==> src/rtl/fc_ctrl.sv <==
// Layer sequencer for the fully-connected datapath: splits one layer command into
// out_blk x in_blk AGU tasks (input blocks innermost), handshaking with the buffer loader.
module fc_ctrl #(
    parameter int unsigned CNT_W = 8
) (
    input  logic             clk,
    input  logic             rst,
    input  logic             cmd_valid,
    output logic             cmd_ready,
    input  logic [1:0]       cmd_mode,
    input  logic [CNT_W-1:0] cmd_in_blk,
    input  logic [CNT_W-1:0] cmd_out_blk,
    input  logic [CNT_W-1:0] cmd_idx_cnt,
    input  logic [CNT_W-1:0] cmd_trip_cnt,
    input  logic             buf_ready,
    output logic             buf_release,
    output logic             agu_start,
    input  logic             agu_done,
    output logic [1:0]       agu_conf_mode,
    output logic [CNT_W-1:0] agu_conf_idx_cnt,
    output logic [CNT_W-1:0] agu_conf_trip_cnt,
    output logic             agu_conf_is_new,
    output logic [CNT_W-1:0] cur_in_idx,
    output logic [CNT_W-1:0] cur_out_idx,
    output logic             layer_done
);

    typedef enum logic [2:0] {StIdle, StWaitBuf, StStart, StRun, StNext, StDone} state_e;

    state_e state_q, state_d;

    logic [1:0]       mode_q, mode_d;
    logic [CNT_W-1:0] in_blk_q, in_blk_d;
    logic [CNT_W-1:0] out_blk_q, out_blk_d;
    logic [CNT_W-1:0] idx_cnt_q, idx_cnt_d;
    logic [CNT_W-1:0] trip_cnt_q, trip_cnt_d;
    logic [CNT_W-1:0] in_idx_q, in_idx_d;
    logic [CNT_W-1:0] out_idx_q, out_idx_d;
    logic             is_new_q, is_new_d;

    logic last_in, last_task, cmd_empty;

    assign last_in   = (in_idx_q == in_blk_q - CNT_W'(1));
    assign last_task = last_in && (out_idx_q == out_blk_q - CNT_W'(1));
    assign cmd_empty = (cmd_in_blk == '0) || (cmd_out_blk == '0);

    always_ff @(posedge clk) begin
        if (rst) begin
            state_q <= StIdle;
        end else begin
            state_q <= state_d;
        end
    end

    always_comb begin
        state_d = state_q;
        unique case (state_q)
            StIdle:    if (cmd_valid) state_d = cmd_empty ? StDone : StWaitBuf;
            StWaitBuf: if (buf_ready) state_d = StStart;
            StStart:   state_d = StRun;
            StRun:     if (agu_done) state_d = StNext;
            StNext:    state_d = last_task ? StDone : StWaitBuf;
            StDone:    state_d = StIdle;
            default:   state_d = StIdle;
        endcase
    end

    always_comb begin
        cmd_ready   = (state_q == StIdle);
        agu_start   = (state_q == StStart);
        buf_release = (state_q == StNext);
        layer_done  = (state_q == StDone);
    end

    // Indices and conf fields only move on command accept or on the NEXT update.
    always_comb begin
        mode_d     = mode_q;
        in_blk_d   = in_blk_q;
        out_blk_d  = out_blk_q;
        idx_cnt_d  = idx_cnt_q;
        trip_cnt_d = trip_cnt_q;
        in_idx_d   = in_idx_q;
        out_idx_d  = out_idx_q;
        is_new_d   = is_new_q;
        if (state_q == StIdle && cmd_valid) begin
            mode_d     = cmd_mode;
            in_blk_d   = cmd_in_blk;
            out_blk_d  = cmd_out_blk;
            idx_cnt_d  = cmd_idx_cnt;
            trip_cnt_d = cmd_trip_cnt;
            in_idx_d   = '0;
            out_idx_d  = '0;
            is_new_d   = 1'b1;
        end else if (state_q == StNext && !last_task) begin
            if (last_in) begin
                in_idx_d  = '0;
                out_idx_d = out_idx_q + CNT_W'(1);
            end else begin
                in_idx_d = in_idx_q + CNT_W'(1);
            end
            is_new_d = last_in;
        end
    end

    always_ff @(posedge clk) begin
        if (rst) begin
            mode_q     <= '0;
            in_blk_q   <= '0;
            out_blk_q  <= '0;
            idx_cnt_q  <= '0;
            trip_cnt_q <= '0;
            in_idx_q   <= '0;
            out_idx_q  <= '0;
            is_new_q   <= 1'b0;
        end else begin
            mode_q     <= mode_d;
            in_blk_q   <= in_blk_d;
            out_blk_q  <= out_blk_d;
            idx_cnt_q  <= idx_cnt_d;
            trip_cnt_q <= trip_cnt_d;
            in_idx_q   <= in_idx_d;
            out_idx_q  <= out_idx_d;
            is_new_q   <= is_new_d;
        end
    end

    assign agu_conf_mode     = mode_q;
    assign agu_conf_idx_cnt  = idx_cnt_q;
    assign agu_conf_trip_cnt = trip_cnt_q;
    assign agu_conf_is_new   = is_new_q;
    assign cur_in_idx        = in_idx_q;
    assign cur_out_idx       = out_idx_q;

endmodule
==> config.mk <==
export PLATFORM = sky130hd
export DESIGN_NAME = fc_ctrl
export DESIGN_NICKNAME = d
export VERILOG_FILES = /design/src/rtl/fc_ctrl.sv
export SDC_FILE = /design/constraint.sdc
export NUM_CORES = 1
export LEC_CHECK = 0
export CORE_MARGIN = 1
export CORE_UTILIZATION = 25
export DETAILED_ROUTE_END_ITERATION = 12
export HOLD_SLACK_MARGIN = 0.15
export PLACE_DENSITY = 0.46
export RECOVER_POWER = 50
export SLEW_MARGIN = 5
export SYNTH_ARGS = -nofsm -noshare
export SYNTH_HDL_FRONTEND = slang
export SYNTH_SLANG_ARGS = --single-unit
export TNS_END_PERCENT = 5
==> constraint.sdc <==
create_clock -name clk -period 3.5 [get_ports clk]
set_input_delay 0.525 -clock clk [delete_from_list [all_inputs] [get_ports clk]]
set_output_delay 0.525 -clock clk [all_outputs]
set_load 0.01 [all_outputs]
==> results of run 1 <==
per-layer routing:
| metal | vias up | GRT usage | wire length (um) |
|---|---|---|---|
| met4 | 0 | 0.0411 | 109 |
| met3 | 7 | 0.0476 | 557 |
| met5 | - | 0 | 0 |
| met1 | 1268 | 0.178 | 3650 |
| met2 | 69 | 0.226 | 3520 |
| li1 | 1385 | - | - |
flip-flops by register name (all words and copies together), names as in the netlist:
name and flops:
agu_conf_trip_cnt 8, in_blk_q 8, agu_conf_is_new 1, state_q 3, agu_conf_idx_cnt 8, out_blk_q 8
agu_conf_mode 2, cur_in_idx 8, cur_out_idx 8
final cells by class:
type / instances / area (um^2) / area share
tap: 140 / 175 / 0.0454
inverter: 8 / 30.0 / 0.00778
multi-input combinational: 273 / 1600 / 0.415
sequential: 54 / 1080 / 0.280
clock buffer: 6 / 139 / 0.0360
timing repair buffer: 82 / 805 / 0.208
clock inverter: 1 / 30.0 / 0.00778
path summary, 6_finish.rpt:
| path | startpoint | to | slack, ns | cells after the start |
|---|---|---|---|---|
| worst max register to register | out_blk_q[0] | cur_out_idx[6] | 0.88 | 9 |
| worst min register to register | agu_conf_idx_cnt[7] | agu_conf_idx_cnt[7] | 0.45 | 2 |
| worst min-delay path | agu_conf_idx_cnt[7] | agu_conf_idx_cnt[7] | 0.45 | 2 |
| worst max-delay path | rst | state_q[2] | 0.70 | 5 |
kinds of logic (layout without fill, tap and decap cells):
group,count (synthesis),count (layout),share of synthesized area
compound gates,89,89,0.187
xor+xnor,21,21,0.0679
fa+ha+maj,4,4,0.0177
buf+inv,31,97,0.0488
flops,54,54,0.383
mux,10,10,0.0364
simple gates,149,149,0.259
power by group through the flow:
stage / clock network, mW / registers [mW] / logic, mW
finish: 0.579 / 0.693 / 0.340
global route: 0.616 / 0.701 / 0.380
CTS: 0.599 / 0.694 / 0.352
detailed placement: 0 / 0.709 / 0.350
global placement: 0 / 0.707 / 0.347
floorplan: 0 / 0.704 / 0.207
worst register-to-register path: stages, from the launching register on:
cell and delay, ns:
dfxtp_1 0.36, inv_1 0.08, ha_1 0.17, nor3b_2 0.28, mux2_2 0.38, mux2i_1 0.13, o21ai_1 0.10, a21o_1 0.37
or4_1 0.54, a21oi_1 0.15
placed cells by master (no fill, tap or decap), types with 9 or more instances in the layout:
| cell type | instances |
|---|---|
| dlygate4sd3_1 | 33 |
| a21oi_1 | 49 |
| o21ai_0 | 11 |
| dfxtp_1 | 54 |
| nand2_1 | 82 |
| nor2_1 | 13 |
| xor2_1 | 11 |
| clkdlybuf4s50_1 | 44 |
| nand3_1 | 9 |
| xnor2_1 | 9 |
metrics by stage:
step                      setup slack (ns)  std cells  total power [mW]
after floorplan                       1.16        358             0.911
after global placement               0.988        557              1.05
after detailed placement             0.891        557              1.06
after CTS                            0.879        564              1.65
after global routing                 0.507        564              1.70
final                                0.697        564              1.61
==> metrics.md, run 1 <==
| Metric | Value |
|---|---|
| Worst clock skew | `approximately 0.0063 ns` |
| Leakage | `~1.5 nW` |
| IO buf count | `77` |
| Yosys warnings | `0` |
| Clock Sinks | `54` |
| Clk_lat worst skew | `0.29 ns` |
| Max-Cap Viols | `1` |
| Vias | `2729` |
| FMAX | `between 0.3 and 0.4 GHz` |
| Worst-Margin Slew | `approximately 1.9 ns` |
| Die W | `between 100 and 150 um` |
| Ratio of cells with drive above 1 in the final layout | `0.0472` |
| Die span in y | `about 110 um` |
| Synthesized Nets | `between 400 and 500` |
| Pre-antenna DRT Iters | `4` |
| Root buf cell | `clkbuf_16` |
| Antenna violations before repair | `0` |
| Post-CTS setup buffer count | `0` |
| Gr usage total | `0.141` |
| Setup TNS | `0 ns` |
| Vias/cell | `4.84` |
| Clock Power Share | `0.359` |
| GP Congestion | `~0.73` |
| Hold Vio Cnt, Final | `0` |
| CORE AREA | `about 11000 um^2` |
| Family with the most delay on the worst path | `buffers and inverters` |
| Ports | `slightly below 80` |
| Period Utilization, post-route | `0.801` |
| Area leader, netlist | `dfxtp_1` |
| Setup crit end kind | `register` |
| Gr ovfl total | `0` |
| Setup Crit Path Kind | `input pin to register` |
| Mapped Cells | `~360` |
| Number of synthesized flops with an enable pin | `0` |
| Fill cell count | `between 1000 and 1500` |
| Syn Area/Cell | `~7.9 um^2` |
| Pins Over Slew Limit | `between 40 and 50` |
| Crit path time final | `~2.8 ns` |
| Arrival time at the worst endpoint | `2.98 ns` |
| Antenna cell count | `0` |
| Largest net degree at the start of global routing | `between 40 and 50` |
| Peak supply drop | `approximately 180 uV` |
| CP Cell Sequence | `dlygate4sd3_1 > clkbuf_1 > nand4b_1 > a21o_1 > o21ai_0` |
| Cell area after layout | `just under 4000 um^2` |
| Reg power frac | `0.430` |
| Switch Pwr | `~0.44 mW` |
| Power per Cell Area | `~420 nW/um^2` |
| Total CTS buffers | `5` |
| Hold-fix buffers, CTS | `0` |
| Internal power | `between 1 and 1.5 mW` |
| Post-synth top cells | `82 x nand2_1, 54 x dfxtp_1, 49 x a21oi_1, 18 x clkbuf_1, 13 x nor2_1` |
| RSZ-0062 raised after global routing | `no` |
| CTS max path bufs | `2` |
| Post-layout util | `0.353` |
| Area contributors post-synth | `dfxtp_1 38%, nand2_1 11%, a21oi_1 8.7%` |
| Max_slew headroom | `-0.265` |
| First-pass GRT wire length | `between 10000 and 15000 um` |
| Slowest CP cell | `clkbuf_1` |
| Net Sw Frac | `0.274` |
| Row Count | `38` |
| Area share of the largest cell type after synthesis | `0.383` |
| Synth unique cells | `48` |
| CP max stage delay | `1.39 ns` |
| Vias in the first global route | `approximately 2600` |
| Violated checks | `capacitance limit, slew limit` |
| Post-route ant nets | `0` |
| Initial core utilization | `0.258` |
| Worst-path clk slew | `around 0.07 ns` |
| WHS | `between 0.4 and 0.5 ns` |
| DRC viols | `0` |
| Status | `complete, but fails checks` |
| Post-cts resize count | `0` |
| Cell area after synthesis | `2820 um^2` |
| Ys flop type | `dfxtp_1` |
| Area growth syn-to-layout | `36.9%` |
| Crit-path max FO | `just over 40` |
| Final WL | `~8000 um` |
| WL/cell | `~14 um` |
| CTS tree | `yes` |
| Async S/R FF share, synth | `0` |
| Synthesized flop and latch total | `54` |
| CP required | `3.68 ns` |
| Placed cell areas | `3700 um^2` |
| Logic pwr share | `0.211` |
| Total die area | `~12000 um^2` |
| Final setup viols | `0` |
| CP bufs+invs | `2` |
| Detailed-placement wirelength estimate | `5590 um` |
| Worst Hold Class | `register to register` |
| # H-tree levels | `2` |
| DRT iter0 DRCs | `130` |
| Sequential element share of the synthesized area | `0.383` |
| Startpoint type of the worst setup path | `input pin` |
| # nets final | `around 470` |
| Most frequent cell after synthesis | `nand2_1` |
Note: power is estimated with default switching activity, not from simulation.
==> run 2, diff against run 1 <==
--- a/config.mk
+++ b/config.mk
@@ -9,7 +9,7 @@
 export CORE_UTILIZATION = 25
 export DETAILED_ROUTE_END_ITERATION = 12
 export HOLD_SLACK_MARGIN = 0.15
-export PLACE_DENSITY = 0.46
+export PLACE_DENSITY = 0.48
 export RECOVER_POWER = 50
 export SLEW_MARGIN = 5
 export SYNTH_ARGS = -nofsm -noshare
==> constraint.sdc (replaced) <==
create_clock -name clk -period 2.3 [get_ports clk]
set_input_delay 0.345 -clock clk [delete_from_list [all_inputs] [get_ports clk]]
set_output_delay 0.345 -clock clk [all_outputs]
set_load 0.01 [all_outputs]
==> metrics.md, run 2 (synthesis results as in run 1) <==
| Metric | Value |
|---|---|
| Status | `complete, no violations` |
| # H-tree levels | `2 (unchanged)` |
| Crit-path max FO | `6 (-85%)` |
| DRT iter0 DRCs | `96 (-26%)` |
| Startpoint type of the worst setup path | `register` |
| Die W | `108 um (unchanged)` |
| Gr ovfl total | `0 (unchanged)` |
| Worst-Margin Slew | `0.737 ns (-1.16 ns)` |
| Largest net degree at the start of global routing | `36 (-14%)` |
| Antenna violations before repair | `0 (unchanged)` |
| CP max stage delay | `0.51 ns (-0.88 ns)` |
| Most frequent cells in the layout | `82 x nand2_1, 58 x clkdlybuf4s50_1, 49 x dfxtp_1, 47 x a21oi_1, 29 x buf_4` |
| CP Cell Sequence | `inv_2 > ha_4 > nor3b_4 > mux2_4 > mux2i_2 > o21ai_2 > a21o_2 > or4_1 > a21oi_1` |
| IO buf count | `77 (unchanged)` |
| Gr usage total | `0.143 (+0.00214)` |
| Vias in the first global route | `2698 (+2.8%)` |
| Worst clock skew | `0.00810 ns (+0.00184 ns)` |
| Crit path time final | `between 2 and 2.5 ns` |
| GP Congestion | `0.732 (+0.85%)` |
| RSZ-0062 raised after global routing | `yes` |
| Worst Hold Class | `register to register` |
| Detailed-placement wirelength estimate | `5930 um (+6.0%)` |
| Max-Cap Viols | `0 (-1)` |
| FMAX | `approximately 0.44 GHz` |
| Worst-path clk slew | `0.08 ns (about the same)` |
| Cell area after layout | `4210 um^2 (+9.1%)` |
| WL/cell | `13.8 um (-0.87%)` |
| CTS tree | `yes` |
| # nets final | `497 (+6.4%)` |
| Clk_lat worst skew | `0.29 ns (about the same)` |
| Peak supply drop | `375 uV (+110%)` |
| Pins Over Slew Limit | `0 (-100%)` |
| Period Utilization, post-route | `0.999` |
| Total CTS buffers | `5 (unchanged)` |
| Die span in y | `108 um (unchanged)` |
| Pre-antenna DRT Iters | `4 (unchanged)` |
| Initial core utilization | `0.258 (unchanged)` |
| Total die area | `11700 um^2 (unchanged)` |
| Hold Vio Cnt, Final | `0 (unchanged)` |
| Ports | `78 (unchanged)` |
| CORE AREA | `10900 um^2 (unchanged)` |
| CTS max path bufs | `2 (unchanged)` |
| Placed cell areas | `3870 um^2 (+4.6%)` |
| Area growth syn-to-layout | `49.4%` |
| Vias | `2859 (+4.8%)` |
| Row Count | `38 (unchanged)` |
| Leakage | `1.58 nW (+8.3%)` |
| Arrival time at the worst endpoint | `2.51 ns (-0.47 ns)` |
| Antenna cell count | `0 (unchanged)` |
| Vias/cell | `4.81 (-0.69%)` |
| Hold-fix buffers, CTS | `0 (unchanged)` |
| Setup crit end kind | `register` |
| First-pass GRT wire length | `13200 um (+2.0%)` |
| Post-route ant nets | `0 (unchanged)` |
| Slowest CP cell | `or4_1` |
| Total chip power | `2.46 mW (+52%)` |
| Root buf cell | `clkbuf_16` |
| Commonest non-fill, non-tap cell in the layout | `nand2_1` |
| Ratio of cells with drive above 1 in the final layout | `0.171 (+0.124)` |
| Final setup viols | `0 (unchanged)` |
| Setup Crit Path Kind | `register to register` |
| Max_slew headroom | `0.509 (+0.774)` |
| CP required | `2.51 ns (-1.17 ns)` |
| DRC viols | `0 (unchanged)` |
| Clock Sinks | `54 (unchanged)` |
| Final WL | `8200 um (+4.6%)` |
| Power per Cell Area | `583 nW/um^2 (+40%)` |
## run 2: metrics by stage
step | hold slack (ns) | TNS [ns] | cells | setup slack, ns | util
after floorplan | 0.445 | 0 | 358 | 0.0170 | -
after global placement | 0.441 | 0 | 578 | 0.000264 | 0.354
after detailed placement | 0.448 | -0.162 | 578 | -0.0484 | 0.354
after CTS | 0.460 | 0 | 589 | 0.0133 | 0.370
after global routing | 0.472 | -0.591 | 595 | -0.101 | 0.385
final | 0.453 | 0 | 595 | 0.00283 | 0.385
## run 2: final cells by class
cell class | instances | area [um^2]
repair buffers | 111 | 1040
inverters | 8 | 30.0
multi-input cells | 274 | 1730
clock inverters | 2 | 16.3
well taps | 140 | 175
flip-flops and latches | 54 | 1090
clock buffers | 6 | 139
fillers | 1148 | 6720
## run 2: layer usage
metal	global-route usage	share of wire	vias up	routed length, um
li1	-	-	1454	-
met1	0.180	0.45	1337	3670
met2	0.239	0.48	66	3900
met3	0.0446	0.074	2	607
met4	0.0264	0.0035	0	29
met5	0	0	-	0
## run 2: final timing paths
path                                      startpoint                    to  slack [ns]  depth (start not counted)
worst min register to register  agu_conf_trip_cnt[4]  agu_conf_trip_cnt[4]        0.45                          2
worst max register to register          out_blk_q[1]        cur_out_idx[3]       0.003                          9
worst max-delay path                    out_blk_q[1]        cur_out_idx[3]       0.003                          9
worst min-delay path            agu_conf_trip_cnt[4]  agu_conf_trip_cnt[4]        0.45                          2
## run 2: where the power goes
group | leakage, nW | switching, mW | internal, mW
combinational | 1.06 | 0.297 | 0.310
clock | 0.0735 | 0.362 | 0.439
sequential | 0.443 | 0.0542 | 0.996
total | 1.58 | 0.713 | 1.74
## run 2: repair_timing
| item | CTS | global route |
|---|---|---|
| pin swaps | 0 | 14 |
| gates cloned | 0 | 1 |
| gates resized for setup | 2 | 37 |
| endpoints found under the setup margin | 6 | 16 |
| buffers inserted | 3 | 5 |
## run 2: critical path: cells and delay by family (launching register included)
| family | cells | cell delay [ns] |
|---|---|---|
| and+or+nand+nor | 2 | 0.72 |
| adders and majority gates | 1 | 0.13 |
| DFF | 1 | 0.32 |
| buffers and inverters | 1 | 0.06 |
| AOI/OAI and AO/OA | 3 | 0.50 |
| muxes | 2 | 0.49 |
==> run 3, diff against run 2 <==
--- a/config.mk
+++ b/config.mk
@@ -7,6 +7,7 @@
 export LEC_CHECK = 0
 export CORE_MARGIN = 1
 export CORE_UTILIZATION = 25
+export CTS_CLUSTER_SIZE = 16
 export DETAILED_ROUTE_END_ITERATION = 12
 export HOLD_SLACK_MARGIN = 0.15
 export PLACE_DENSITY = 0.48
==> results of run 3 <==
Final layout, timing and power as in run 2 (identical DEF).
